File: config.mk
export PLATFORM = sky130hd
export DESIGN_NAME = mem_stage
export DESIGN_NICKNAME = d
export VERILOG_FILES = /design/src/rtl/mem_pkg.sv /design/src/rtl/mem_load_ext.sv /design/src/rtl/mem_stage.sv
export SDC_FILE = /design/constraint.sdc
export NUM_CORES = 1
export LEC_CHECK = 0
export BUFFER_PORTS_ARGS = -buffer_cell sky130_fd_sc_hd__buf_2
export CORE_ASPECT_RATIO = 0.6
export CORE_MARGIN = 4
export CORE_UTILIZATION = 50
export CTS_CLUSTER_DIAMETER = 60
export CTS_CLUSTER_SIZE = 24
export DETAILED_ROUTE_END_ITERATION = 12
export PLACE_DENSITY = 0.86
export SLEW_MARGIN = 20
export SYNTH_ARGS = -nofsm -noshare
export SYNTH_HDL_FRONTEND = slang
export SYNTH_HIERARCHICAL = 1
export SYNTH_SLANG_ARGS = --single-unit
File: constraint.sdc
create_clock -name clk -period 4.4 [get_ports clk]
set_input_delay 0.22 -clock clk [delete_from_list [all_inputs] [get_ports clk]]
set_output_delay 0.22 -clock clk [all_outputs]
set_load 0.01 [all_outputs]
File: src/rtl/mem_pkg.sv
// Shared types and constants for the memory-access pipeline stage.
//   mem_op_t    : memory operation encoding from execute
//   mem_size_t  : access size encoding (byte/half/word/dword)
//   mem_state_t : stage FSM states
//   be_base()   : unshifted byte-enable mask for an access size
//   misaligned(): offset is not a multiple of the access size
package mem_pkg;

    localparam int unsigned DATA_SIZE    = 64;
    localparam int unsigned ADDR_SIZE    = 64;
    localparam int unsigned REG_IDX_BITS = 5;
    localparam int unsigned OFFSET_BITS  = 3;
    localparam int unsigned BE_BITS      = 8;

    typedef enum logic [1:0] {
        MEM_NONE  = 2'd0,
        MEM_LOAD  = 2'd1,
        MEM_STORE = 2'd2
    } mem_op_t;

    typedef enum logic [1:0] {
        MEM_B = 2'd0,
        MEM_H = 2'd1,
        MEM_W = 2'd2,
        MEM_D = 2'd3
    } mem_size_t;

    typedef enum logic [1:0] {
        IDLE = 2'd0,
        REQ  = 2'd1,
        WAIT = 2'd2
    } mem_state_t;

    localparam logic [BE_BITS-1:0] BE_BASE_B = 8'h01;
    localparam logic [BE_BITS-1:0] BE_BASE_H = 8'h03;
    localparam logic [BE_BITS-1:0] BE_BASE_W = 8'h0F;
    localparam logic [BE_BITS-1:0] BE_BASE_D = 8'hFF;

    function automatic logic [BE_BITS-1:0] be_base(input mem_size_t size);
        case (size)
            MEM_B:   be_base = BE_BASE_B;
            MEM_H:   be_base = BE_BASE_H;
            MEM_W:   be_base = BE_BASE_W;
            default: be_base = BE_BASE_D;
        endcase
    endfunction

    function automatic logic misaligned(input mem_size_t size,
                                        input logic [OFFSET_BITS-1:0] offset);
        case (size)
            MEM_B:   misaligned = 1'b0;
            MEM_H:   misaligned = offset[0];
            MEM_W:   misaligned = |offset[1:0];
            default: misaligned = |offset;
        endcase
    endfunction

endpackage

File: src/rtl/mem_load_ext.sv
// Load data alignment and extension (combinational).
//   rdata      : aligned 64-bit memory word
//   offset     : byte offset of the access within the word
//   size       : access size
//   is_unsigned: zero-extend instead of sign-extend
//   data       : lane-shifted, truncated and extended load value
module mem_load_ext
    import mem_pkg::*;
(
    input  logic [DATA_SIZE-1:0]   rdata,
    input  logic [OFFSET_BITS-1:0] offset,
    input  mem_size_t              size,
    input  logic                   is_unsigned,
    output logic [DATA_SIZE-1:0]   data
);

    logic [DATA_SIZE-1:0] shifted;
    logic                 ext_bit;

    // Bring the addressed byte lane down to bit 0, then extend by size.
    always_comb begin
        shifted = rdata >> {offset, 3'b000};
        ext_bit = 1'b0;
        data    = shifted;
        case (size)
            MEM_B: begin
                ext_bit = ~is_unsigned & shifted[7];
                data    = {{56{ext_bit}}, shifted[7:0]};
            end
            MEM_H: begin
                ext_bit = ~is_unsigned & shifted[15];
                data    = {{48{ext_bit}}, shifted[15:0]};
            end
            MEM_W: begin
                ext_bit = ~is_unsigned & shifted[31];
                data    = {{32{ext_bit}}, shifted[31:0]};
            end
            default: begin
                ext_bit = 1'b0;
                data    = shifted;
            end
        endcase
    end

endmodule

File: src/rtl/mem_stage.sv
// Memory-access pipeline stage following the execute ALU.
// Issues loads/stores on a req/gnt/rvalid port, aligns/extends load data and
// presents a single registered writeback beat. Stalls execute while busy.
// Optional: define MEM_MISALIGN_TRAP_EN to trap misaligned accesses (mem_exc)
// instead of issuing them with truncated lanes.
// Ports:
//   clk, rst_n                    : clock, async active-low reset
//   ex_valid / ex_ready           : handshake with execute
//   ex_alu_result, ex_store_data  : result/address and store data
//   ex_mem_op, ex_mem_size,
//   ex_mem_unsigned, ex_rd,
//   ex_reg_write                  : instruction control fields
//   dmem_req/we/addr/be/wdata     : memory request (held until dmem_gnt)
//   dmem_gnt, dmem_rvalid,
//   dmem_rdata                    : memory response
//   wb_valid/rd/reg_write/data    : writeback beat (one-cycle pulse)
//   mem_exc                       : misaligned-access exception pulse
module mem_stage
    import mem_pkg::*;
#(
    parameter int unsigned DATA_SIZE    = mem_pkg::DATA_SIZE,
    parameter int unsigned ADDR_SIZE    = mem_pkg::ADDR_SIZE,
    parameter int unsigned REG_IDX_BITS = mem_pkg::REG_IDX_BITS
) (
    input  logic                    clk,
    input  logic                    rst_n,
    input  logic                    ex_valid,
    output logic                    ex_ready,
    input  logic [DATA_SIZE-1:0]    ex_alu_result,
    input  logic [DATA_SIZE-1:0]    ex_store_data,
    input  logic [1:0]              ex_mem_op,
    input  logic [1:0]              ex_mem_size,
    input  logic                    ex_mem_unsigned,
    input  logic [REG_IDX_BITS-1:0] ex_rd,
    input  logic                    ex_reg_write,
    output logic                    dmem_req,
    output logic                    dmem_we,
    output logic [ADDR_SIZE-1:0]    dmem_addr,
    output logic [7:0]              dmem_be,
    output logic [DATA_SIZE-1:0]    dmem_wdata,
    input  logic                    dmem_gnt,
    input  logic                    dmem_rvalid,
    input  logic [DATA_SIZE-1:0]    dmem_rdata,
    output logic                    wb_valid,
    output logic [REG_IDX_BITS-1:0] wb_rd,
    output logic                    wb_reg_write,
    output logic [DATA_SIZE-1:0]    wb_data,
    output logic                    mem_exc
);

    mem_state_t              state;
    mem_size_t               size_q;
    logic                    unsigned_q;
    logic [OFFSET_BITS-1:0]  offset_q;
    logic [REG_IDX_BITS-1:0] rd_q;
    logic                    reg_write_q;

    logic                    accept;
    logic                    is_mem;
    logic                    is_store;
    logic                    trap;
    mem_size_t               ex_size;
    logic [OFFSET_BITS-1:0]  ex_offset;
    logic [7:0]              ex_be;
    logic [DATA_SIZE-1:0]    ex_wdata;
    logic [DATA_SIZE-1:0]    load_data;

    assign ex_ready = (state == IDLE);

    // Decode of the incoming instruction; reserved op 3 behaves as none.
    always_comb begin
        accept    = ex_valid && (state == IDLE);
        is_store  = (ex_mem_op == MEM_STORE);
        is_mem    = (ex_mem_op == MEM_LOAD) || is_store;
        ex_size   = mem_size_t'(ex_mem_size);
        ex_offset = ex_alu_result[OFFSET_BITS-1:0];
        ex_be     = be_base(ex_size) << ex_offset;
        ex_wdata  = ex_store_data << {ex_offset, 3'b000};
`ifdef MEM_MISALIGN_TRAP_EN
        trap      = is_mem && misaligned(ex_size, ex_offset);
`else
        trap      = 1'b0;
`endif
    end

    mem_load_ext u_load_ext (
        .rdata       (dmem_rdata),
        .offset      (offset_q),
        .size        (size_q),
        .is_unsigned (unsigned_q),
        .data        (load_data)
    );

    // Stage FSM with registered memory-port and writeback outputs.
    always_ff @(posedge clk or negedge rst_n) begin
        if (!rst_n) begin
            state        <= IDLE;
            size_q       <= MEM_B;
            unsigned_q   <= 1'b0;
            offset_q     <= '0;
            rd_q         <= '0;
            reg_write_q  <= 1'b0;
            dmem_req     <= 1'b0;
            dmem_we      <= 1'b0;
            dmem_addr    <= '0;
            dmem_be      <= '0;
            dmem_wdata   <= '0;
            wb_valid     <= 1'b0;
            wb_rd        <= '0;
            wb_reg_write <= 1'b0;
            wb_data      <= '0;
        end else begin
            wb_valid     <= 1'b0;
            wb_reg_write <= 1'b0;
            case (state)
                IDLE: begin
                    if (accept) begin
                        size_q      <= ex_size;
                        unsigned_q  <= ex_mem_unsigned;
                        offset_q    <= ex_offset;
                        rd_q        <= ex_rd;
                        reg_write_q <= ex_reg_write;
                        if (trap) begin
                            wb_valid <= 1'b1;
                            wb_rd    <= ex_rd;
                        end else if (is_mem) begin
                            state      <= REQ;
                            dmem_req   <= 1'b1;
                            dmem_we    <= is_store;
                            dmem_addr  <= {ex_alu_result[ADDR_SIZE-1:OFFSET_BITS], 3'b000};
                            dmem_be    <= ex_be;
                            dmem_wdata <= ex_wdata;
                        end else begin
                            wb_valid     <= 1'b1;
                            wb_rd        <= ex_rd;
                            wb_reg_write <= ex_reg_write;
                            wb_data      <= ex_alu_result;
                        end
                    end
                end
                REQ: begin
                    if (dmem_gnt) begin
                        dmem_req <= 1'b0;
                        if (dmem_we) begin
                            state    <= IDLE;
                            wb_valid <= 1'b1;
                            wb_rd    <= rd_q;
                        end else begin
                            state <= WAIT;
                        end
                    end
                end
                WAIT: begin
                    if (dmem_rvalid) begin
                        state        <= IDLE;
                        wb_valid     <= 1'b1;
                        wb_rd        <= rd_q;
                        wb_reg_write <= reg_write_q;
                        wb_data      <= load_data;
                    end
                end
                default: state <= IDLE;
            endcase
        end
    end

`ifdef MEM_MISALIGN_TRAP_EN
    // Exception pulse accompanies the trap writeback beat.
    always_ff @(posedge clk or negedge rst_n) begin
        if (!rst_n) begin
            mem_exc <= 1'b0;
        end else begin
            mem_exc <= accept && trap;
        end
    end
`else
    assign mem_exc = 1'b0;
`endif

endmodule

# Yosys cells after proc, flatten, opt, wreduce, memory -nomap -nowiden
# Cells that the tools add are included.
# totals
reg_bits,220
inputBits,208
out_inout_bits,211
elab_cells,82
# op_classes
eq_ne,14
shift,3
n_mux,32
bitwise,4
n_reduce_logical,14
# op_table
operator,count
$mux W64,3
$pmux W64 S3,1
$pmux W64 S2,1
$shl A64 B6 Y64,1
$shr A64 B6 Y64,1
$mux W5,5
$pmux W8 S3,1
$pmux W5 S3,1
$reduce_and A4 Y1,3
$mux W1,11
$mux W2,5
$eq A2 B1 Y1 const B,4
$eq A2 B2 Y1 const B,4
$ne A2 B2 Y1 const B,4
$shl A8 B3 Y8,1
$logic_not A2 Y1,3
$pmux W2 S3,1
$reduce_and A6 Y1,1
$ne A2 B1 Y1 const B,2
$pmux W1 S2,2
$reduce_bool A2 Y1,2
$and A1 B1 Y1,3
$pmux W1 S3,1
$reduce_and A3 Y1,1
other kinds (5),5

# Logic depth before layout (Yosys ltp)
# Gate-level depths: netlist of run 1.
# logic_depth
depth_word,5
ltp_mapped,9
ltp_nobuf,6

# By module
# The synthesis of run 1 kept the hierarchy.
# modules_own_cells
module,instances,cells_per_inst,area_each_um2,seq_area_each_um2
mem_stage,1,1082,10607.7,5505.3
mem_load_ext,1,264,2299.7,0.0

# Worst setup path before layout of run 1
# No wires, ideal clock.
# synth_path
kind,register to register
from,register state[0]
to,register wb_data[13]
setup_time_ps,125
arrival_time_ps,1788
required_ps,4275
slack_ps,2487
path_stages_with_launch,9
path_buffers,3
synth_period_minus_slack_ps,1913
cell_sequence,dfrtp_1 -> inv_1 -> ha_1 -> clkbuf_1 -> nor2_1 -> a2111oi_2 -> buf_4 -> buf_4 -> a21oi_1
# synth_between
elab_chain_len,4
word_cells_on_any_way,9
classes_between,4 x eq/ne; 1 x mux; 4 x reduce/logical
# synth_rtl
item,line,source
"start, declared",mem_stage.sv:51,mem_state_t state;
"start signal, assigned",mem_stage.sv:97,state <= IDLE;
"start signal, assigned",mem_stage.sv:127,state <= REQ;
"start signal, assigned",mem_stage.sv:145,state <= IDLE;
$logic_not A2 Y1 (*),--,
via ex_ready,mem_stage.sv:28,"output logic ex_ready,"
$logic_and A1 B1 Y1,mem_stage.sv:72,accept = ex_valid && (state == IDLE);
$ne A2 B1 Y1 (no line),--,
$reduce_and A4 Y1 (no line),--,
"end signal, assigned",mem_stage.sv:137,wb_data <= ex_alu_result;
"end signal, assigned",mem_stage.sv:159,wb_data <= load_data;
"end, declared",mem_stage.sv:47,"output logic [DATA_SIZE-1:0] wb_data,"
# Mark *: on every way through the listed nets, which the timed path passes. The rest lies on a longest branch.
# A chain may end at the register's enable or synchronous reset.

# Worst setup path after layout of run 1
# layout_path
from,register offset_q[0]
to,register wb_data[42]
# layout_between
elab_chain_len,5
word_cells_on_any_way,7
classes_between,1 x shift; 3 x mux; 3 x bitwise
# layout_rtl
item,line,source
"start, declared",mem_stage.sv:54,logic [OFFSET_BITS-1:0] offset_q;
"start signal, assigned",mem_stage.sv:120,offset_q <= ex_offset;
$shr A64 B6 Y64 (*),mem_load_ext.sv:22,"shifted = rdata >> {offset, 3'b000};"
$and A1 B1 Y1 (on tied branches),"mem_load_ext.sv:35, mem_load_ext.sv:27, mem_load_ext.sv:31",
$pmux W64 S3 (*),mem_load_ext.sv:25,case (size)
via load_data[42],mem_stage.sv:66,logic [DATA_SIZE-1:0] load_data;
$mux W64 (*),mem_stage.sv:154,if (dmem_rvalid) begin
$pmux W64 S2 (*),mem_stage.sv:115,case (state)
# Mark *: on every way through the listed nets, which the timed path passes. The rest lies on a longest branch. The select of a mux whose other input is x is not followed.

==> metrics.md, run 1 <==
| Metric | Value |
|---|---|
| Status | `completed` |
| TritonCTS sink count | `between 200 and 250` |
| Root buffer cell | `clkbuf_16` |
| Primary FF master, synth | `dfrtp_1` |
| Core area | `~25000 sq um` |
| Max cap viols | `0` |
| Number of global-route vias before repair | `12300` |
| Setup crit end kind | `register` |
| Post-Syn Area per Cell | `about 9.6 sq um` |
| Synth Warn # | `6` |
| Drt drc | `0` |
| Total gr overflow | `0` |
| R2r setup slk | `roughly 1.3 ns` |
| Clk slew on worst S/H paths | `~0.10 ns` |
| Asr flop ratio synth | `100%` |
| Layout cells sized above 1 | `approximately a third` |
| Layout Skew | `between 0.03 and 0.04 ns` |
| Power Density | `roughly 700 nW/um^2` |
| Leak Pwr | `around 7.8 nW` |
| Slew Viols, Final | `0` |
| Synthesized area | `around 13000 sq um` |
| Hpwl dp | `~36 mm` |
| Seq/Total Area, Yosys | `42.7%` |
| Worst-margin pin slew | `1.05 ns` |
| Distinct cells, synth | `between 50 and 60` |
| Cts hold-fix bufs | `67` |
| Post CTS Setup Buffer Count | `0` |
| Relative slew slack | `a little under a third` |
| FILL cells | `roughly 2000` |
| Maximum VDD drop | `~0.00056 V` |
| PortBufs | `around 410` |
| Simple-Gate Fraction of Synth Area | `between 10% and 20%` |
| Global-route wire length before repair | `about 75 mm` |
| Num CTS Buffers | `15` |
| Startpoint types | `register` |
| IO Pins | `around 420` |
| Die width | `215 microns` |
| Hold path start | `ex_alu_result[54]` |
| Resize count post-CTS | `0` |
| Pin count of the biggest net entering global routing | `about 130` |
| Clock H-tree levels | `1` |
| R2R Path End | `wb_data[42]` |
| CP max FO | `48` |
| Hold path cells | `3` |
| Layout area overhead | `24.7%` |
| Synth Area in Adders | `0.679%` |
| Post-route ant nets | `0` |
| Compound-gate portion of the synthesized area | `roughly 14%` |
| Period utilization | `slightly below 70%` |
| Main combinational cell family by area after synthesis | `multiplexers` |
| Final min period | `roughly 3 ns` |
| Initial Utilization | `50.9%` |
| Total track usage | `33.4%` |
| DP Worst Slack | `1.51 ns` |
| Clock Path Buffers | `3` |
| DR vias/cell | `roughly 6.0` |
| Final Hold Fails | `0` |
| Cell Count, Final, Fillers Out | `between 2000 and 2500` |
| Vias | `approximately 13000` |
| Critical Path RT | `around 4.7 ns` |
| Worst Hold End | `dmem_addr[54]` |
| Final worst setup slack | `between 1 and 1.5 ns` |
| Initial antenna violation count | `9` |
| CTS tree | `yes` |
| Setup tns final | `0 ns` |
| Die ar. | `between 20000 and 30000 sq um` |
| R2R depth | `7` |
| Synth Area in XOR/XNOR | `0%` |
| Reg-to-reg startpoint | `offset_q[0]` |
| Post-synthesis mux area share | `21.3%` |
| Number of setup violations in the final report | `0` |
| Cells after synthesis | `1346` |
| Worst Hold Class | `primary input to register` |
| Post-synth EDFFs | `0` |
| Pre-Repair DR Iteration Count | `7` |
| Drt first-iter violations | `~1600` |
| Die Y | `132 microns` |
| Worst-skew pair later-pin latency | `0.51 ns` |
| Unrepaired setup endpoints after global routing | `no` |
| Nets@finish | `just under 2000` |
| Synthesis-stage register bit count | `between 200 and 250` |
| Drt total wl | `49.4 mm` |
| Total chip power | `roughly 0.011 W` |
| Post-Place Cells | `just under 2000` |
| Critical path class | `register to register` |
| Post-layout util | `a little under two thirds` |
| Fmax | `roughly 330 MHz` |
| Gpl congestion | `about 1.1` |
| Crit path DAT | `between 3 and 4 ns` |
| Wire length per cell | `23.7 microns` |
| Number of cell rows | `45` |
[final cells by class]
class / instances / area, sq um / share of cell area, %
timing repair buffer: 501 / 2950 / 18.3
antenna: 7 / 17.5 / 0.109
clock inverter: 7 / 77.6 / 0.482
multi-input combinational: 1000 / 6710 / 41.7
tap: 329 / 412 / 2.56
inverter: 6 / 22.5 / 0.140
clock buffer: 18 / 397 / 2.46
sequential: 220 / 5510 / 34.2
[state kept, by name, summed over array words and instances, names as in the netlist, 2 cells and up]
register    cells
dmem_wdata     64
wb_data        64
dmem_addr      61
dmem_be         8
rd_q            5
wb_rd           5
offset_q        3
size_q          2
state           2
[synth_stat cells (9+ instances only)]
library cell / number / area, sq um
nor2b_1: 16 / 100
o2111ai_1: 14 / 123
dfrtp_1: 220 / 5510
o31ai_1: 11 / 82.6
nand3_1: 21 / 105
a21oi_1: 104 / 521
buf_4: 23 / 173
o21ai_0: 29 / 145
nand4_1: 28 / 175
nor2_1: 110 / 413
o21ai_1: 13 / 65.1
mux2_2: 63 / 709
a22o_1: 11 / 96.3
a22oi_1: 13 / 97.6
mux2i_1: 148 / 1480
nand2_1: 280 / 1050
o2bb2ai_1: 9 / 78.8
mux4_2: 25 / 563
buf_6: 15 / 169
buf_2: 46 / 230
o22ai_1: 16 / 100
clkbuf_1: 34 / 128
[logic make-up (layout without fill, tap and decap cells)]
family,after synthesis,count (layout)
AO/OA/AOI/OAI,277,277
adder cells (fa/ha/maj),7,7
buffers and inverters,129,532
flip-flops,220,220
multiplexers,236,236
other,1,11
AND/OR/NAND/NOR,476,476
[critical path, stage by stage (launching register included)]
cell	delay, ns
dfrtp_2	0.99
nor2b_1	0.54
a22oi_2	0.12
nand4_1	0.10
buf_4	0.46
nand4_1	0.23
mux2i_1	0.28
a21oi_1	0.13
[how the worst max path moves through the flow]
stage | to | slack [ns] | cells past startpoint | start
after floorplan | wb_data[13] | 2.49 | 8 | state[0]
after global placement | wb_data[10] | 1.52 | 6 | offset_q[0]
after detailed placement | wb_data[10] | 1.51 | 6 | offset_q[0]
after CTS | wb_data[56] | 1.46 | 7 | offset_q[2]
after global routing | wb_data[57] | 1.21 | 7 | offset_q[2]
final | wb_data[42] | 1.34 | 7 | offset_q[0]
[layout by cell type, fill, tap and decap left out, types with 3 or more instances in the layout]
master	instances
a211o_1	8
a21oi_1	104
a21oi_2	6
a22o_1	11
a22oi_1	13
a2bb2oi_1	8
a31oi_1	6
buf_12	4
buf_2	413
buf_4	16
clkbuf_16	15
conb_1	4
dfrtp_1	218
diode_2	7
dlygate4sd3_1	67
ha_1	6
inv_1	6
inv_6	3
mux2_2	63
mux2i_1	148
mux4_2	25
nand2_1	280
nand2b_1	7
nand3_1	20
nand4_1	28
nor2_1	110
nor2b_1	16
o2111ai_1	14
o211ai_1	6
o21ai_0	29
o21ai_1	13
o221ai_1	8
o22ai_1	16
o2bb2ai_1	9
o31ai_1	11
[through the flow]
| stage | hold WS (ns) | instance area, sq um |
|---|---|---|
| 3_5_place_dp | 0.349 | 14900 |
| 6_report | 0.0207 | 16100 |
| 2_1_floorplan | -0.0756 | 12900 |
| 4_1_cts | 0.00260 | 16100 |
| 5_1_grt | 0.00811 | 16100 |
| 3_3_place_gp | 0.342 | 14900 |
[per-layer routing]
metal  GRT usage, %  vias up  share of wire [%]
met5              0        -              0.026
met2           47.4      821                 42
li1               -     5571                  -
met3           11.7       92                 13
met1           48.4     6094                 42
met4           10.3        2                3.1
[power by group]
part	total (W)	switching, W	internal [W]
registers	0.00378	0.000790	0.00299
clock network	0.00146	0.000782	0.000681
logic	0.00604	0.00360	0.00244
(Power assumes the default switching activity.)
==> run 2, diff against run 1 <==
==> constraint.sdc (replaced) <==
create_clock -name clk -period 3.1 [get_ports clk]
set_input_delay 0.155 -clock clk [delete_from_list [all_inputs] [get_ports clk]]
set_output_delay 0.155 -clock clk [all_outputs]
set_load 0.01 [all_outputs]
==> run 2 against run 1 <==
- core utilization is 1.3 points higher
- hold slack improved by 0.0081 ns
- sequential cell count is the same
- first-iteration DRC count is 19% higher
- routed wire length up 3.2%
- die area stayed put
- global-route usage increased by 0.77 points
- total power rose by 45%
- via count grew 3.4%
- critical path type unchanged
- clock-buffer cell count stayed put
- design area increased by 2.0%
==> metrics.md, run 2 (synthesized netlist as in run 1, its figures left out) <==
| Metric | Value |
|---|---|
| Status | `completed (unchanged)` |
| Core area | `25300 sq um (unchanged)` |
| Final min period | `2.69 ns (was 3.06 ns)` |
| Drt first-iter violations | `1915 (was 1606)` |
| Layout Skew | `0.0129 ns (was 0.0345 ns)` |
| Num CTS Buffers | `14 (was 15)` |
| Total gr overflow | `0 (unchanged)` |
| Worst-skew pair later-pin latency | `0.50 ns (was 0.51 ns)` |
| Largest regs | `dmem_wdata x64, wb_data x64, dmem_addr x61 (unchanged)` |
| Clock H-tree levels | `1 (unchanged)` |
| Reg-to-reg startpoint | `offset_q[0] (unchanged)` |
| Gpl congestion | `1.10 (was 1.06)` |
| Number of cell rows | `45 (unchanged)` |
| R2R depth | `7 (unchanged)` |
| Post-layout util | `64.8% (was 63.5%)` |
| Crit-path cells | `nor2b_1 > a22oi_2 > nand4_1 > buf_12 > o2111ai_1 > mux2i_1 > a21oi_1 (was nor2b_1 > a22oi_2 > nand4_1 > buf_4 > nand4_1 > mux2i_1 > a21oi_1)` |
| Crit path DAT | `3.04 ns (was 3.39 ns)` |
| Post-route ant nets | `0 (unchanged)` |
| Power Density | `997 nW/um^2 (was 701 nW/um^2)` |
| Leak Pwr | `7.96 nW (was 7.80 nW)` |
| Die ar. | `28500 sq um (unchanged)` |
| Vias | `13000 (was 12600)` |
| Resize count post-CTS | `0 (unchanged)` |
| Number of setup violations in the final report | `0 (unchanged)` |
| R2R Path End | `wb_data[51] (was wb_data[42])` |
| Global-route wire length before repair | `76.7 mm (was 75.1 mm)` |
| TritonCTS sink count | `220 (unchanged)` |
| Clock Path Buffers | `3 (unchanged)` |
| Relative slew slack | `26.4% (was 30.2%)` |
| Drt drc | `0 (unchanged)` |
| Layout cells sized above 1 | `32.7% (was 32.2%)` |
| Number of global-route vias before repair | `12700 (was 12300)` |
| Startpoint types | `register (unchanged)` |
| Hold path start | `ex_valid (was ex_alu_result[54])` |
| Worst Hold Class | `primary input to register (unchanged)` |
| Die Y | `132 microns (unchanged)` |
| Setup tns final | `0 ns (unchanged)` |
| Pin count of the biggest net entering global routing | `129 (unchanged)` |
| Critical path class | `register to register (unchanged)` |
| Wire length per cell | `24.1 microns (was 23.7 microns)` |
| Critical Path Max Stage Delay | `0.73 ns (was 0.99 ns)` |
| Clk slew on worst S/H paths | `0.10 ns (about the same)` |
| Critical Path RT | `3.45 ns (was 4.74 ns)` |
| Maximum VDD drop | `0.000697 V (was 0.000563 V)` |
| FILL cells | `1947 (was 1996)` |
| Total track usage | `34.2% (was 33.4%)` |
| Period utilization | `86.7% (was 69.5%)` |
| Hpwl dp | `36.2 mm (was 35.9 mm)` |
| Final Hold Fails | `0 (unchanged)` |
| Worst-margin pin slew | `1.10 ns (was 1.05 ns)` |
| R2r setup slk | `0.41 ns (was 1.34 ns)` |
| Fmax | `372 MHz (was 327 MHz)` |
| Max cap viols | `0 (unchanged)` |
| CP max stage cell | `dfrtp_2 (unchanged)` |
| Initial antenna violation count | `10 (was 9)` |
| Pre-Repair DR Iteration Count | `6 (was 7)` |
| Setup crit end kind | `register (unchanged)` |
| Commonest non-fill, non-tap cell in the layout | `buf_2 (unchanged)` |
| Drt total wl | `51.0 mm (was 49.4 mm)` |
| Layout area overhead | `27.3% (was 24.7%)` |
| CP max FO | `33 (was 48)` |
| DR vias/cell | `6.15 (was 6.02)` |
| Nets@finish | `1988 (was 1959)` |
| Hold path cells | `3 (unchanged)` |
| Most frequent cells in the layout | `413 x buf_2, 280 x nand2_1, 218 x dfrtp_1 (unchanged)` |
| Unrepaired setup endpoints after global routing | `no (unchanged)` |
| Die width | `215 microns (unchanged)` |
| Worst Hold End | `wb_reg_write (was dmem_addr[54])` |
| Slew Viols, Final | `0 (unchanged)` |
| PortBufs | `414 (unchanged)` |
| Initial Utilization | `50.9% (unchanged)` |
| IO Pins | `419 (unchanged)` |
| Root buffer cell | `clkbuf_16 (unchanged)` |
| CTS tree | `yes (unchanged)` |
-- run 2: critical path: cells and delay by family (launching register included) --
family                 cells  cell delay [ns]
buffers and inverters      1             0.26
multiplexers               1             0.22
AO/OA/AOI/OAI              3             0.46
AND/OR/NAND/NOR            2             0.86
flip-flops                 1             0.73
-- run 2: cell type report --
class / instances / area [sq um] / share of cell area, %
multi-input combinational: 1000 / 6710 / 40.9
sequential: 220 / 5510 / 33.5
timing repair buffer: 531 / 3260 / 19.8
clock buffer: 18 / 417 / 2.54
tap: 329 / 412 / 2.51
clock inverter: 6 / 78.8 / 0.480
inverter: 6 / 22.5 / 0.137
antenna: 7 / 17.5 / 0.107
-- run 2: through the flow --
stage	hold WS, ns	total power (W)	cell area (sq um)	cells	setup WS (ns)
6_report	0.0288	0.0164	16400	2117	0.413
5_1_grt	0.0319	0.0173	16400	2117	0.312
4_1_cts	0.00794	0.0161	16400	2110	0.524
3_5_place_dp	0.184	0.0139	15100	2006	0.541
3_3_place_gp	0.184	0.0136	15100	2006	0.552
2_1_floorplan	-0.141	0.0108	12900	1349	1.19
-- run 2: worst max path at each step --
| stage | startpoint | to | slack, ns | cells past startpoint |
|---|---|---|---|---|
| after CTS | offset_q[0] | wb_data[53] | 0.52 | 7 |
| after global routing | offset_q[0] | wb_data[51] | 0.31 | 7 |
| after floorplan | state[0] | wb_data[13] | 1.19 | 8 |
| after detailed placement | offset_q[0] | wb_data[51] | 0.54 | 7 |
| after global placement | offset_q[0] | wb_data[51] | 0.55 | 7 |
| final | offset_q[0] | wb_data[51] | 0.41 | 7 |
-- run 2: routing by layer --
layer	vias up	track usage, %	routed length [microns]
met1	6287	46.6	20200
met3	139	13.5	7070
met2	942	50.7	22000
met4	6	10.5	1740
li1	5640	-	-
met5	-	0	41
-- run 2: power breakdown --
group	internal [W]	switching [W]	total, W
Clock	0.00106	0.00108	0.00215
Sequential	0.00425	0.00102	0.00527
Combinational	0.00357	0.00540	0.00897
-- run 2: timing repair --
| action | 4_1_cts | 5_1_grt |
|---|---|---|
| hold endpoints to repair | 205 | 0 |
| setup buffers | 0 | 0 |
| setup endpoints to repair | 0 | 0 |
| hold buffers | 80 | 0 |
